==> config.mk <==
export PLATFORM = sky130hd
export DESIGN_NAME = cpu_uart_bridge
export DESIGN_NICKNAME = d
export VERILOG_FILES = /design/src/rtl/cpu_uart_bridge.sv
export SDC_FILE = /design/constraint.sdc
export NUM_CORES = 1
export LEC_CHECK = 0
export ABC_AREA = 1
export CAP_MARGIN = 20
export CORE_MARGIN = 2
export CORE_UTILIZATION = 38
export DETAILED_ROUTE_END_ITERATION = 16
export GPL_TIMING_DRIVEN = 0
export MAX_ROUTING_LAYER = met4
export PLACE_DENSITY = 0.58
export SLEW_MARGIN = 20
export SYNTH_ARGS = -nofsm -noshare
export SYNTH_HDL_FRONTEND = slang
export SYNTH_SLANG_ARGS = --single-unit
==> constraint.sdc <==
create_clock -name clk -period 2.1 [get_ports clk]
set_input_delay 0.42 -clock clk [delete_from_list [all_inputs] [get_ports clk]]
set_output_delay 0.42 -clock clk [all_outputs]
set_load 0.01 [all_outputs]
==> src/rtl/cpu_uart_bridge.sv <==
// UART host bridge: loads instruction memory and reads back register-file bytes over one serial line.
// Optional macro UART_FRAME_TIMEOUT_EN aborts a partial write frame after TIMEOUT_BITS idle bit-times.
module cpu_uart_bridge #(
    parameter int CLK_HZ       = 50000000,
    parameter int BAUD         = 9600,
    parameter int TIMEOUT_BITS = 40
) (
    input  logic        clk,
    input  logic        reset,
    input  logic        cpu_halted,
    input  logic        uart_rx,
    output logic        uart_tx,
    output logic        imem_we,
    output logic [6:0]  imem_waddr,
    output logic [31:0] imem_wdata,
    output logic [4:0]  rf_raddr,
    input  logic [31:0] rf_rdata
);

    localparam int CPB = CLK_HZ / BAUD;
    localparam int CW  = $clog2(CPB + 1);
    localparam logic [CW-1:0] CNT_END  = CW'(CPB - 1);
    localparam logic [CW-1:0] HALF_END = CW'(CPB / 2 - 1);
    localparam logic [31:0]   TO_END   = 32'(TIMEOUT_BITS * CPB - 1);

`ifdef UART_FRAME_TIMEOUT_EN
    localparam bit TO_EN = 1'b1;
`else
    localparam bit TO_EN = 1'b0;
`endif

    typedef enum logic [1:0] {RX_IDLE, RX_START, RX_DATA, RX_STOP} rx_state_t;
    typedef enum logic [1:0] {TX_IDLE, TX_START, TX_DATA, TX_STOP} tx_state_t;
    typedef enum logic [2:0] {P_HDR, P_B0, P_B1, P_B2, P_B3} p_state_t;

    // ---------------- receiver ----------------
    rx_state_t       rx_state, rx_next;
    logic            rx_s1, rx_s2, rx_d;
    logic [CW-1:0]   rx_cnt;
    logic [2:0]      rx_bit;
    logic [7:0]      rx_shift;
    logic            rx_valid;
    logic            rx_end;

    assign rx_end = (rx_cnt == CNT_END);

    always_ff @(posedge clk) begin
        if (reset) rx_state <= RX_IDLE;
        else       rx_state <= rx_next;
    end

    always_comb begin
        rx_next = rx_state;
        case (rx_state)
            RX_IDLE:  if (rx_d && !rx_s2) rx_next = RX_START;
            // Re-check mid start bit so short low glitches are rejected.
            RX_START: if (rx_cnt == HALF_END) rx_next = rx_s2 ? RX_IDLE : RX_DATA;
            RX_DATA:  if (rx_end && rx_bit == 3'd7) rx_next = RX_STOP;
            RX_STOP:  if (rx_end) rx_next = RX_IDLE;
            default:  rx_next = RX_IDLE;
        endcase
    end

    always_ff @(posedge clk) begin
        if (reset) begin
            rx_s1    <= 1'b1;
            rx_s2    <= 1'b1;
            rx_d     <= 1'b1;
            rx_cnt   <= '0;
            rx_bit   <= '0;
            rx_shift <= '0;
            rx_valid <= 1'b0;
        end else begin
            rx_s1    <= uart_rx;
            rx_s2    <= rx_s1;
            rx_d     <= rx_s2;
            rx_valid <= (rx_state == RX_STOP) && rx_end && rx_s2;
            if (rx_state == RX_IDLE || rx_state != rx_next || rx_end)
                rx_cnt <= '0;
            else
                rx_cnt <= rx_cnt + 1'b1;
            if (rx_state == RX_IDLE)
                rx_bit <= '0;
            else if (rx_state == RX_DATA && rx_end) begin
                rx_shift <= {rx_s2, rx_shift[7:1]};
                rx_bit   <= rx_bit + 1'b1;
            end
        end
    end

    // ---------------- frame parser ----------------
    p_state_t        p_state, p_next;
    logic [6:0]      hdr_addr;
    logic [23:0]     wbuf;
    logic            rd_pend;
    logic            tx_busy;
    logic [31:0]     to_cnt;
    logic            to_fire;
    tx_state_t       tx_state, tx_next;

    assign tx_busy = (tx_state != TX_IDLE) || rd_pend;
    assign to_fire = TO_EN && (to_cnt == TO_END);

    always_ff @(posedge clk) begin
        if (reset) p_state <= P_HDR;
        else       p_state <= p_next;
    end

    always_comb begin
        p_next = p_state;
        case (p_state)
            P_HDR: if (rx_valid && rx_shift[7]) p_next = P_B0;
            P_B0:  if (rx_valid) p_next = P_B1; else if (to_fire) p_next = P_HDR;
            P_B1:  if (rx_valid) p_next = P_B2; else if (to_fire) p_next = P_HDR;
            P_B2:  if (rx_valid) p_next = P_B3; else if (to_fire) p_next = P_HDR;
            P_B3:  if (rx_valid) p_next = P_HDR; else if (to_fire) p_next = P_HDR;
            default: p_next = P_HDR;
        endcase
    end

    always_ff @(posedge clk) begin
        if (reset) begin
            hdr_addr   <= '0;
            wbuf       <= '0;
            rd_pend    <= 1'b0;
            rf_raddr   <= '0;
            imem_we    <= 1'b0;
            imem_waddr <= '0;
            imem_wdata <= '0;
            to_cnt     <= '0;
        end else begin
            imem_we <= 1'b0;
            rd_pend <= 1'b0;
            if (!TO_EN || p_state == P_HDR || rx_valid)
                to_cnt <= '0;
            else
                to_cnt <= to_cnt + 1'b1;
            if (rx_valid) begin
                case (p_state)
                    P_HDR: begin
                        hdr_addr <= rx_shift[6:0];
                        // A read that arrives while a response is still going out is dropped.
                        if (!rx_shift[7] && !tx_busy) begin
                            rf_raddr <= rx_shift[4:0];
                            rd_pend  <= 1'b1;
                        end
                    end
                    P_B0: wbuf[7:0]   <= rx_shift;
                    P_B1: wbuf[15:8]  <= rx_shift;
                    P_B2: wbuf[23:16] <= rx_shift;
                    P_B3: if (cpu_halted) begin
                        imem_we    <= 1'b1;
                        imem_waddr <= hdr_addr;
                        imem_wdata <= {rx_shift, wbuf};
                    end
                    default: ;
                endcase
            end
        end
    end

    // ---------------- transmitter ----------------
    logic [CW-1:0]   tx_cnt;
    logic [2:0]      tx_bit;
    logic [7:0]      tx_shift;
    logic            tx_end;
    logic            unused_rdata;

    assign tx_end       = (tx_cnt == CNT_END);
    assign unused_rdata = ^rf_rdata[31:8];

    always_ff @(posedge clk) begin
        if (reset) tx_state <= TX_IDLE;
        else       tx_state <= tx_next;
    end

    always_comb begin
        tx_next = tx_state;
        case (tx_state)
            TX_IDLE:  if (rd_pend) tx_next = TX_START;
            TX_START: if (tx_end) tx_next = TX_DATA;
            TX_DATA:  if (tx_end && tx_bit == 3'd7) tx_next = TX_STOP;
            TX_STOP:  if (tx_end) tx_next = TX_IDLE;
            default:  tx_next = TX_IDLE;
        endcase
    end

    always_ff @(posedge clk) begin
        if (reset) begin
            tx_cnt   <= '0;
            tx_bit   <= '0;
            tx_shift <= '0;
            uart_tx  <= 1'b1;
        end else begin
            if (tx_state == TX_IDLE || tx_end)
                tx_cnt <= '0;
            else
                tx_cnt <= tx_cnt + 1'b1;
            case (tx_state)
                TX_IDLE: if (rd_pend) begin
                    // rf_raddr was registered last cycle, so rf_rdata is now valid.
                    tx_shift <= rf_rdata[7:0];
                    tx_bit   <= '0;
                    uart_tx  <= 1'b0;
                end
                TX_START: if (tx_end) uart_tx <= tx_shift[0];
                TX_DATA: if (tx_end) begin
                    tx_bit   <= tx_bit + 1'b1;
                    tx_shift <= tx_shift >> 1;
                    uart_tx  <= (tx_bit == 3'd7) ? 1'b1 : tx_shift[1];
                end
                default: uart_tx <= 1'b1;
            endcase
        end
    end

endmodule

* Yosys cells after proc, flatten, opt, wreduce, memory -nomap -nowiden
Index checks and enable logic that the tools add are counted.
W data, S select, Z words.
** Storage, ports and cells
- Bits in registers :: 137
- Input port bits :: 36
- Output and inout port bits :: 46
- Logic and storage cells :: 123
** Cells by class
- Muxes and demuxes :: 30
- Reduce and logical (&&, ||, !) cells :: 36
- Add/sub/neg operators :: 4
- Bitwise operators :: 4
- Eq/ne operators :: 26
** Operators with widths (count)
- $add A13 B1 Y13 const B :: 2
- $eq A13 B13 Y1 const B :: 2
- $mux W3 :: 7
- $ne A2 B2 Y1 const B :: 10
- $mux W2 :: 9
- $mux W8 :: 2
- $pmux W2 S4 :: 2
- $pmux W8 S2 :: 1
- $pmux W3 S5 :: 1
- $eq A13 B12 Y1 const B :: 1
- $reduce_and A3 Y1 :: 4
- $reduce_and A2 Y1 :: 5
- $eq A3 B3 Y1 const B :: 3
- $eq A2 B2 Y1 const B :: 4
- $logic_and A1 B1 Y1 :: 8
- $add A3 B1 Y3 const B :: 2
- $eq A3 B2 Y1 const B :: 2
- $mux W1 :: 6
- $pmux W3 S2 :: 1
- $reduce_or A2 Y1 :: 3
- $reduce_or A3 Y1 :: 2
- $reduce_and A5 Y1 :: 1
- $eq A2 B1 Y1 const B :: 2
- $logic_not A2 Y1 :: 2
- 9 further kinds :: 18

* Longest topological paths before layout
- Word-level depth :: 8
- Depth in mapped cells :: 12
- Gate-level depth less buffers :: 11

* Worst setup path after synthesis
No wires, ideal clock.
- Kind :: flip-flop to flip-flop
- Start point :: reg tx_state[0]
- End point :: reg tx_state[0]
- Required time :: 1.987 ns
- Setup slack :: 0.491 ns
- Setup time :: 0.113 ns
- Data arrival time :: 1.496 ns
- Buffers on the path :: 1
- Cell stages (with the launch flop) :: 11
- Period minus slack after synthesis :: 1.609 ns
- Cell sequence :: dfxtp_1 -> inv_1 -> ha_1 -> inv_1 -> clkbuf_1 -> or2_2 -> nand2_1 -> nor2_1 -> nand2_1 -> nand2_1 -> nor2_1
** On the way
- Longest elaborated chain between the ends :: 3
- Elaborated cells on any way between the ends :: 10
- Those cells by class :: 7 x eq/ne; 1 x mux; 2 x reduce/logical
** Ends and longest elaborated chain
- start: declaration :: line 99 : tx_state_t tx_state, tx_next;
- start signal: assignment :: line 174 : else tx_state <= tx_next;
- $eq A2 B2 Y1, or another cell as far along :: line 179 : case (tx_state)
- $ne A2 B2 Y1 (no line)
- $reduce_and A4 Y1 (no line)
Parallel ways exist; a longest one is shown, timed or not.
A chain may end at the register's enable or synchronous reset.

* Final worst setup path
Same ends and word-level chain as after synthesis.

==> impl.org <==
** STA
- Derived from the worst setup path, the maximum achievable clock frequency is 532 MHz.
- For the pin with the worst max-slew slack, the measured transition is 0.541 ns.
- Setup violations remaining at the end of the flow were counted as 0.
- Final Critical Period :: 1.88 ns
- The hold violation count in the final report is 0.
- The max-slew violation total from the final report is 0.
- Setup repair after global routing missed its margin :: false
- Slew headroom :: 63.9%
- Max Clock Skew :: 0.00607 ns
- Adding up every negative setup slack in the final design gives 0 ns.
- In the finished design, the share of the clock period the worst path needs comes to 89.5%.

** Clocking
- CTS max path bufs :: 2
- After clock tree synthesis, the clock-pin slew on the worst setup and hold paths is 0.05 ns.
- TritonCTS clock tree :: yes
- Total of hold buffers inserted after clock tree synthesis :: 0
- Clock tree synthesis inserted a total of 17 buffers.
- The root buffer cell chosen for the clock tree is clkbuf_16.
- Post-CTS setup buffer count :: 0
- H-tree Lvls :: 4
- Resized cells post-CTS :: 0
- At the later pin of the worst-skew pair, clock insertion delay measures 0.42 ns.
- Clock Sink Count :: 137

** Placed design
- Number of buffers added on ports :: 56
- At the end of routability-driven placement, the weighted congestion stood at 0.885.
- The wire-length estimate of the detail-placed layout is 8.84 mm.
- Cell area after placement :: 6300 um^2

** Setup path
- CP endpoint kind :: register
- Maximum cell stage delay along the critical path :: 0.38 ns
- Worst R2R Path Depth :: 10
- Data required, critical path :: 2.42 ns
- Data arrival time at the worst-slack endpoint :: 2.20 ns
- Setup crit start kind :: register
- The worst register-to-register path ends at tx_state[0].
- The setup check on the worst reg-to-reg path leaves a slack of 0.22 ns.
- Critical Path Most Common Cell :: nand2_1
- Peak fanout along the critical path :: 10
- Reg2reg start :: tx_state[0]
- Chain of cells forming the critical path :: inv_1 > ha_1 > inv_1 > clkbuf_1 > or2_2 > nand2_1 > nor2_1 > nand2_1 > nand2_1 > nor2_1
- Slowest-stage cell, CP :: dfxtp_1
- The critical path in this run is classified as reg -> reg.

** Global routing
- Total global routing overflow :: 0
- Entering global routing, the biggest net connects 17 pins.
- The number of antenna violations at the first check in global routing came to 0.
- The number of global-route vias before repair was 4598.
- First-pass GRT wire length :: 21.3 mm
- In the global route stage, overall resource usage came out at 17.1%.

** Floorplanning
- Overall die height :: 124 um
- The core region is 14400 um^2.
- Number of top-level pins :: 82
- The floorplan has 44 rows.
- For this configuration, the core starts out at a cell density of 38.4%.
- Chip Width :: 124 um
- Area enclosed by the die boundary :: 15500 um^2

** Logic synthesis
- The mapped netlist covers 5510 um^2.
- Gate Count Post-Synth :: 698
- Synth Net Count :: 745
- Of the post-synthesis cell area, the dominant cell type holds 49.7%.
- Of all flip-flops after synthesis, the portion carrying an async set or reset was 0%.
- Total of flip-flops plus latches after synthesis :: 137
- Sequential cell area fraction in the yosys report :: 49.7%
- Yosys mapped a number of flops with a built-in enable equal to 0.
- Number of distinct library cell variants in the gate-level netlist after synthesis :: 35
- Yosys warning total :: 0
- In this run the mean area of a mapped cell was 7.90 um^2.
- Cells taking the most area after synthesis :: dfxtp_1 (50%), a21oi_1 (8.0%), inv_1 (6.9%)
- The largest total area in the synthesized netlist belongs to dfxtp_1.
- Primary FF master, synth :: dfxtp_1

** Finish
- After routing the design area is 6890 um^2.
- Highest-count cells in the layout ignoring fill and taps :: dfxtp_1 (137), inv_1 (101), a21oi_1 (88)
- # diodes :: 0
- Of the cells placed in the final design, the portion with a size suffix greater than 1 is 9.16%.
- Most frequent standard cell in the layout excluding fill and tap cells :: dfxtp_1
- At the end of the flow, the number of nets in the layout was 820.
- P&R area growth vs syn :: 24.9%

** Drt
- The first detailed-routing pass took 5 iterations.
- In this run, the number of DRC markers left after iteration 0 of detailed routing was 346.
- Post-detailed-routing wire length :: 12.2 mm
- For this run, design rule violations remaining after detail routing come to 0.
- Number of nets with antenna violations after detailed routing :: 0
- Detailed-route wire length per cell :: 12.6 um
- The routed layout has 4704 vias.
- Using the TritonRoute via totals, the vias-per-cell ratio works out to 4.85.

** Power and ir drop
- Worst VDD drop :: 0.000502 V
- For this design the static power due to leakage is 0.00263 uW.
- Power spread over the standard cell area amounts to 940 nW/um^2.

** Worst hold path
- The worst hold path belongs to the class in -> reg.
- The worst hold path passes through 2 cells.
- Startpoint of the most critical hold path :: reset
- Hold-critical path endpoint :: p_state[1]

** Run status
- Run status :: finished clean

** Job
- MaxCap Viol Count :: 0
-- synth_stat cells, drive strengths merged, types with 2 or more instances --
master / count
inv: 103
nor4: 2
or2: 5
nand2: 87
xnor2: 2
nor3b: 3
ha: 11
buf: 15
o21ai: 76
nor3: 15
xor2: 10
a21oi: 88
dfxtp: 137
clkbuf: 18
nand3: 29
nand4: 7
nor2: 69
o21a: 3
a211oi: 14
-- through the flow --
step,worst slack [ns],util (%),instances,hold WS [ns],total power [uW]
2_1_floorplan,0.491,-,698,0.389,3410
3_3_place_gp,0.142,43.9,938,0.416,3600
3_5_place_dp,0.198,43.9,938,0.408,3620
4_1_cts,0.208,47.9,970,0.292,6540
5_1_grt,0.0168,47.9,970,0.317,6800
6_report,0.221,47.9,970,0.300,6470
-- how the worst max path moves through the flow --
stage           startpoint       endpoint  slack [ns]  depth (start not counted)
3_5_place_dp    cpu_halted  imem_waddr[1]        0.20                          5
5_1_grt        tx_state[0]    tx_state[0]        0.02                         10
6_report       tx_state[0]    tx_state[0]        0.22                         10
3_3_place_gp    cpu_halted  imem_waddr[1]        0.14                          5
2_1_floorplan  tx_state[0]    tx_state[0]        0.49                         10
4_1_cts        tx_state[0]    tx_state[0]        0.21                         10
-- report_power, final --
| part | total [uW] | switching [uW] | internal (uW) |
|---|---|---|---|
| Combinational | 801 | 517 | 284 |
| Clock | 2910 | 1110 | 1810 |
| Sequential | 2760 | 61.5 | 2700 |
-- worst max-delay path: cells and delay by family (launching register included) --
family | cells | cell delay, ns
adders and majority gates | 1 | 0.25
buffers and inverters | 3 | 0.53
DFF | 1 | 0.38
and+or+nand+nor | 6 | 0.61
-- sequential cells by signal (all words and copies together), names as in the netlist, 3 cells and up --
register / cells
rx_shift: 8
tx_bit: 3
hdr_addr: 7
tx_shift: 8
imem_wdata: 32
rx_cnt: 13
wbuf: 24
imem_waddr: 7
rf_raddr: 5
rx_bit: 3
p_state: 3
tx_cnt: 13
-- cell type report --
type / count / area (um^2)
Multi-Input combinational cell: 425 / 2220
Tap cell: 184 / 230
Buffer: 33 / 165
Sequential cell: 137 / 2740
Inverter: 103 / 387
Clock inverter: 11 / 123
Timing Repair Buffer: 56 / 561
Fill cell: 1399 / 7480
Clock buffer: 21 / 460
-- kinds of logic after synthesis --
group,synth area share [%]
AO/OA/AOI/OAI,17.8
XOR/XNOR,1.91
adder cells (fa/ha/maj),2.50
buffers and inverters,10.0
flip-flops,49.7
AND/OR/NAND/NOR,18.1
-- routing by layer --
metal | wire length, um | track usage [%] | vias up
met5 | 0 | - | -
met4 | 191 | 5.95 | 0
met3 | 496 | 3.74 | 18
met2 | 5640 | 27.3 | 96
met1 | 5920 | 21.5 | 2168
li1 | - | - | 2422
Power figures use the tool's default switching activity.
